### src/rtl/seq_div_32bit.sv
// seq_div_32bit: multi-cycle unsigned restoring divider, one quotient bit per clock.
//
// Ports:
//   clk          rising-edge clock
//   rst          asynchronous active-high reset
//   start        request pulse, accepted in IDLE or DONE only
//   dividend     numerator, sampled on the accepting edge
//   divisor      denominator, sampled on the accepting edge
//   busy         high while a division is in progress (RUN)
//   done         one-cycle pulse, results valid from this cycle
//   quotient     registered quotient
//   remainder    registered remainder
//   div_by_zero  registered flag, set when the accepted divisor was 0
module seq_div_32bit #(
    parameter int unsigned WIDTH = 32
) (
    input  logic             clk,
    input  logic             rst,
    input  logic             start,
    input  logic [WIDTH-1:0] dividend,
    input  logic [WIDTH-1:0] divisor,
    output logic             busy,
    output logic             done,
    output logic [WIDTH-1:0] quotient,
    output logic [WIDTH-1:0] remainder,
    output logic             div_by_zero
);

    localparam int unsigned CNT_W = $clog2(WIDTH + 1);

    typedef enum logic [1:0] {
        S_IDLE = 2'd0,
        S_RUN  = 2'd1,
        S_DONE = 2'd2
    } state_e;

    state_e             state_q;
    logic [CNT_W-1:0]   cnt_q;
    logic [WIDTH-1:0]   rem_q;
    logic [WIDTH-1:0]   quo_q;
    logic [WIDTH-1:0]   div_q;
    logic               busy_q;
    logic               done_q;
    logic [WIDTH-1:0]   quotient_q;
    logic [WIDTH-1:0]   remainder_q;
    logic               dbz_q;

    logic               rem_top;
    logic [WIDTH-1:0]   rem_sh;
    logic [WIDTH:0]     trial;
    logic               fits;
    logic [WIDTH-1:0]   rem_d;
    logic [WIDTH-1:0]   quo_d;

    // One restoring step on {R,Q}. The bit shifted out of R's top is kept in
    // rem_top: when it is set the shifted partial remainder is >= 2^WIDTH and
    // always exceeds the divisor, even though the WIDTH+1-bit trial shows a borrow.
    always_comb begin
        rem_top = rem_q[WIDTH-1];
        rem_sh  = {rem_q[WIDTH-2:0], quo_q[WIDTH-1]};
        trial   = {1'b0, rem_sh} + {1'b1, ~div_q} + (WIDTH+1)'(1);
        fits    = rem_top | ~trial[WIDTH];
        rem_d   = fits ? trial[WIDTH-1:0] : rem_sh;
        quo_d   = {quo_q[WIDTH-2:0], fits};
    end

    // Control FSM, working registers and registered outputs.
    always_ff @(posedge clk or posedge rst) begin
        if (rst) begin
            state_q     <= S_IDLE;
            cnt_q       <= '0;
            rem_q       <= '0;
            quo_q       <= '0;
            div_q       <= '0;
            busy_q      <= 1'b0;
            done_q      <= 1'b0;
            quotient_q  <= '0;
            remainder_q <= '0;
            dbz_q       <= 1'b0;
        end else begin
            done_q <= 1'b0;
            case (state_q)
                S_IDLE, S_DONE: begin
                    if (start) begin
                        if (divisor == '0) begin
                            state_q     <= S_DONE;
                            busy_q      <= 1'b0;
                            done_q      <= 1'b1;
                            quotient_q  <= '1;
                            remainder_q <= dividend;
                            dbz_q       <= 1'b1;
                        end else begin
                            state_q <= S_RUN;
                            busy_q  <= 1'b1;
                            quo_q   <= dividend;
                            rem_q   <= '0;
                            div_q   <= divisor;
                            cnt_q   <= '0;
                        end
                    end else begin
                        state_q <= S_IDLE;
                        busy_q  <= 1'b0;
                    end
                end
                S_RUN: begin
                    rem_q <= rem_d;
                    quo_q <= quo_d;
                    cnt_q <= cnt_q + CNT_W'(1);
                    if (cnt_q == CNT_W'(WIDTH - 1)) begin
                        state_q     <= S_DONE;
                        busy_q      <= 1'b0;
                        done_q      <= 1'b1;
                        quotient_q  <= quo_d;
                        remainder_q <= rem_d;
                        dbz_q       <= 1'b0;
                    end
                end
                default: begin
                    state_q <= S_IDLE;
                    busy_q  <= 1'b0;
                end
            endcase
        end
    end

    assign busy        = busy_q;
    assign done        = done_q;
    assign quotient    = quotient_q;
    assign remainder   = remainder_q;
    assign div_by_zero = dbz_q;

endmodule

### config.mk
export PLATFORM = sky130hd
export DESIGN_NAME = seq_div_32bit
export DESIGN_NICKNAME = d
export VERILOG_FILES = /design/src/rtl/seq_div_32bit.sv
export SDC_FILE = /design/constraint.sdc
export NUM_CORES = 1
export LEC_CHECK = 0
export CAP_MARGIN = 30
export CORE_MARGIN = 2
export CORE_UTILIZATION = 44
export DETAILED_ROUTE_END_ITERATION = 7
export GPL_TIMING_DRIVEN = 0
export PLACE_DENSITY = 0.67
export SETUP_SLACK_MARGIN = 0.05
export SLEW_MARGIN = 20
export SYNTH_ARGS = -nofsm -noshare
export SYNTH_HDL_FRONTEND = slang
export SYNTH_SLANG_ARGS = --single-unit
### constraint.sdc
create_clock -name clk -period 6.7 [get_ports clk]
set_input_delay 1.005 -clock clk [delete_from_list [all_inputs] [get_ports clk]]
set_output_delay 1.005 -clock clk [all_outputs]
set_load 0.02 [all_outputs]
==> summary.txt <==
Status: complete, no violations
Required time at the endpoint of the critical path: 7050 ps
Cell row count: 51
Maximum number of pins on one net before global-route repair: 106
Finish-stage setup viols: 0
Share of cells above drive strength 1: 5.18%
Switch Pwr: 2.88 mW
CP Class: in2reg
Placeable core area: 19500 um2
Startpoint of the worst hold path: cnt_q[5]
Maximum buffer depth of the clock tree: 2
Count of input and output buffers: 133
Share of total power consumed by net switching: 45.1%
Seq cells post-synth: 170
Critical path's largest stage delay: 610 ps
Final net count: 1226
Area growth, synth to finish: 25.7%
Clock share of power: 14.4%
Hold-critical path depth: 1
Area of the multi-input gates: 4090 um2
Clock period minus final worst setup slack: 4330 ps
Async S/R FF share, synth: 100%
Kind of cell adding the most delay to the critical path: buffers and inverters
Combined global-route utilization of all metal layers: 24.6%
Final weighted congestion in routability-driven placement: 0.897
Pwr dens: 583 nW/um2
Die extent in y: 145 um
Count of antenna diodes in the layout: 0
Slew Limit Fails: 0
Worst Setup Start Kind: input port
Area share of the largest cell type after synthesis: 48.7%
Number of nets with antenna violations after routing: 0
Final Hold Viols: 0
Max frequency: 231 MHz
Post-synthesis sequential area ratio: 48.7%
Leading cell types in the layout, fill and taps excluded: sky130_fd_sc_hd__dfrtp_1 (170), sky130_fd_sc_hd__nand2_1 (163), sky130_fd_sc_hd__clkdlybuf4s50_1 (133), sky130_fd_sc_hd__nor2_1 (113), sky130_fd_sc_hd__a21oi_1 (92)
Number of flops mapped to enable cells by yosys: 0
Synthesized netlist net count: 1073
Internal power component: 3.52 mW
Proportion of power drawn by combinational gates: 56.8%
Reg area: 4250 um2
Die Outline Area: 21000 um2
Cells after synthesis: 972
Post-Place Cell Area: 10400 um2
Cell leakage power: 4.66 nW
Maximum fanout count along the critical path: 10
Worst-path cell with the longest stage delay: sky130_fd_sc_hd__nor4b_1
Post-route DRC violation count: 0
Final instance area: 11000 um2
Final HPWL from detailed placement: 19100 um
Clock tree root buffer cell: sky130_fd_sc_hd__clkbuf_16
Antenna violations before repair: 0
Hold-fix buffers at CTS: 0
Cell area after technology mapping: 8730 um2
Warnings from Yosys: 0
Hold crit path type: reg2reg
Distinct cell type count after synthesis: 55
Clock buffer count from CTS: 17
Latest clock arrival within the worst-skew pair: 430 ps
Worst-case headroom to the max-slew limit: 44.2%
Die Span X: 145 um
I/O pin count: 134
Commonest non-fill, non-tap cell in the layout: sky130_fd_sc_hd__dfrtp_1
Depth of the worst register-to-register path: 13
Endpoint class of the critical path: flip-flop
Clock-pin slew reported for the worst setup and hold paths after clock tree synthesis: 70 ps
End of the worst register-to-register path: remainder[23]
Detailed-route via count: 7705
Portion of total power attributed to sequential cells: 28.8%
Vias in the first global route: 7347
H-tree depth: 4
Total congestion overflow after global routing: 0
RSZ-0062 raised after global routing: false
Final worst path period share: 64.6%
Post-CTS resize count: 0
Transition time of the tightest slew-check pin: 833 ps
Fin Clk Skew: 7.97 ps
Worst EP arrival: 4690 ps
Mean cell area of the mapped netlist: 8.98 um2
1st-iter DRT viols: 570
Starting density of the core: 44.9%
Critical Path, Cell by Cell: clkdlybuf4s50_1 > nor4_1 > nand4_1 > nor4b_1 > a21oi_1 > inv_1 > clkbuf_1 > clkbuf_1 > nor2_1 > a21oi_1
Worst reg2reg path startpoint: quo_q[31]
Max_cap viols: 0
Top cells by area in the synthesized netlist: sky130_fd_sc_hd__dfrtp_1 (49%), sky130_fd_sc_hd__nand2_1 (7.0%), sky130_fd_sc_hd__a21oi_1 (5.3%)
Post-CTS Setup Repair Bufs: 0
Register-to-register setup slack: 3010 ps
Maximum ir drop on the vdd rail: 0.225 mV
Worst path buffer plus inverter count: 4
Worst-case hold path end point: cnt_q[5]
Most area-hungry cell type in the Yosys netlist: sky130_fd_sc_hd__dfrtp_1
Clock tree from TritonCTS: done
Sink Count: 170
Average via count per standard cell: 5.49
Setup TNS Final: 0 ps
Post-Route WL: 24900 um
Filler instances: 1783
First-pass GRT wire length: 39500 um
First-pass iteration count of the detailed router: 6
Detail-routed net length per standard cell: 17.7 um
Most instantiated flip-flop cell in the synthesis netlist: sky130_fd_sc_hd__dfrtp_1
cell type report:
cell class                      instances  area share (%)
Sequential cell                       170            38.7
Clock inverter                         14            1.04
Multi-Input combinational cell        704            37.3
Clock buffer                           18            3.91
Buffer                                 58            2.19
Timing Repair Buffer                  134            12.4
Inverter                               40            1.44
Tap cell                              265            3.02
Yosys cell counts (6+ instances only):
cell type and count:
sky130_fd_sc_hd__a21oi_1 92, sky130_fd_sc_hd__a221o_1 27, sky130_fd_sc_hd__a221oi_1 10, sky130_fd_sc_hd__a22oi_1 10
sky130_fd_sc_hd__a31oi_1 39, sky130_fd_sc_hd__buf_2 6, sky130_fd_sc_hd__clkbuf_1 49, sky130_fd_sc_hd__dfrtp_1 170
sky130_fd_sc_hd__ha_1 33, sky130_fd_sc_hd__inv_1 40, sky130_fd_sc_hd__nand2_1 163, sky130_fd_sc_hd__nand2b_1 7
sky130_fd_sc_hd__nand3_1 10, sky130_fd_sc_hd__nand4_1 12, sky130_fd_sc_hd__nor2_1 113, sky130_fd_sc_hd__nor2b_1 6
sky130_fd_sc_hd__nor3_1 12, sky130_fd_sc_hd__nor4_1 9, sky130_fd_sc_hd__o21a_1 7, sky130_fd_sc_hd__o21ai_0 63
sky130_fd_sc_hd__o22a_1 11, sky130_fd_sc_hd__xnor2_1 11, sky130_fd_sc_hd__xor2_1 20
state kept, by name, indices dropped and copies added, names as in the netlist:
name	flops
cnt_q	6
div_by_zero	1
div_q	32
done	1
quo_q	32
quotient	32
rem_q	32
remainder	32
state_q	2
per-stage QoR:
stage	power, mW	utilization (%)	hold slack (ps)	worst slack [ps]	cells
2_1_floorplan	4.31	-	450	1090	972
3_3_place_gp	5.40	53.4	474	-1190	1370
3_5_place_dp	5.46	53.6	476	1910	1371
4_1_cts	6.39	56.4	492	2350	1403
5_1_grt	6.90	56.4	523	2100	1403
6_report	6.40	56.4	488	2370	1403
power groups by stage:
stage / clock network (mW) / logic (mW) / registers (mW)
after floorplan: 0 / 2.31 / 2.00
after global placement: 0 / 3.56 / 1.84
after detailed placement: 0 / 3.61 / 1.85
after CTS: 0.931 / 3.63 / 1.84
after global routing: 0.976 / 4.03 / 1.89
final: 0.923 / 3.64 / 1.84
routing by layer:
layer / up-vias / global-route usage, % / wire, um
li1: 3759 / - / -
met5: - / 0 / 0
met2: 215 / 39.1 / 11600
met4: 0 / 6.80 / 364
met1: 3709 / 35.5 / 11800
met3: 22 / 3.39 / 1150
cell families (layout without fill, tap and decap cells):
kind of cell | count (synthesis) | after routing | synth area share [%]
buffers and inverters | 98 | 264 | 4.47
AND/OR/NAND/NOR | 350 | 350 | 17.1
adder cells (fa/ha/maj) | 34 | 34 | 4.96
XOR/XNOR | 31 | 31 | 3.11
flip-flops | 170 | 170 | 48.7
AO/OA/AOI/OAI | 289 | 289 | 21.7
worst max path at each step:
stage | slack (ps) | to | start | cells past startpoint
5_1_grt | 2100 | quotient[5] | divisor[24] | 10
4_1_cts | 2350 | quotient[7] | divisor[24] | 10
3_3_place_gp | -1190 | div_q[28] | rst | 2
6_report | 2370 | quotient[7] | divisor[24] | 10
2_1_floorplan | 1090 | cnt_q[0] | rst | 1
3_5_place_dp | 1910 | quotient[1] | divisor[24] | 10
Note: power is estimated with default switching activity, not from simulation.
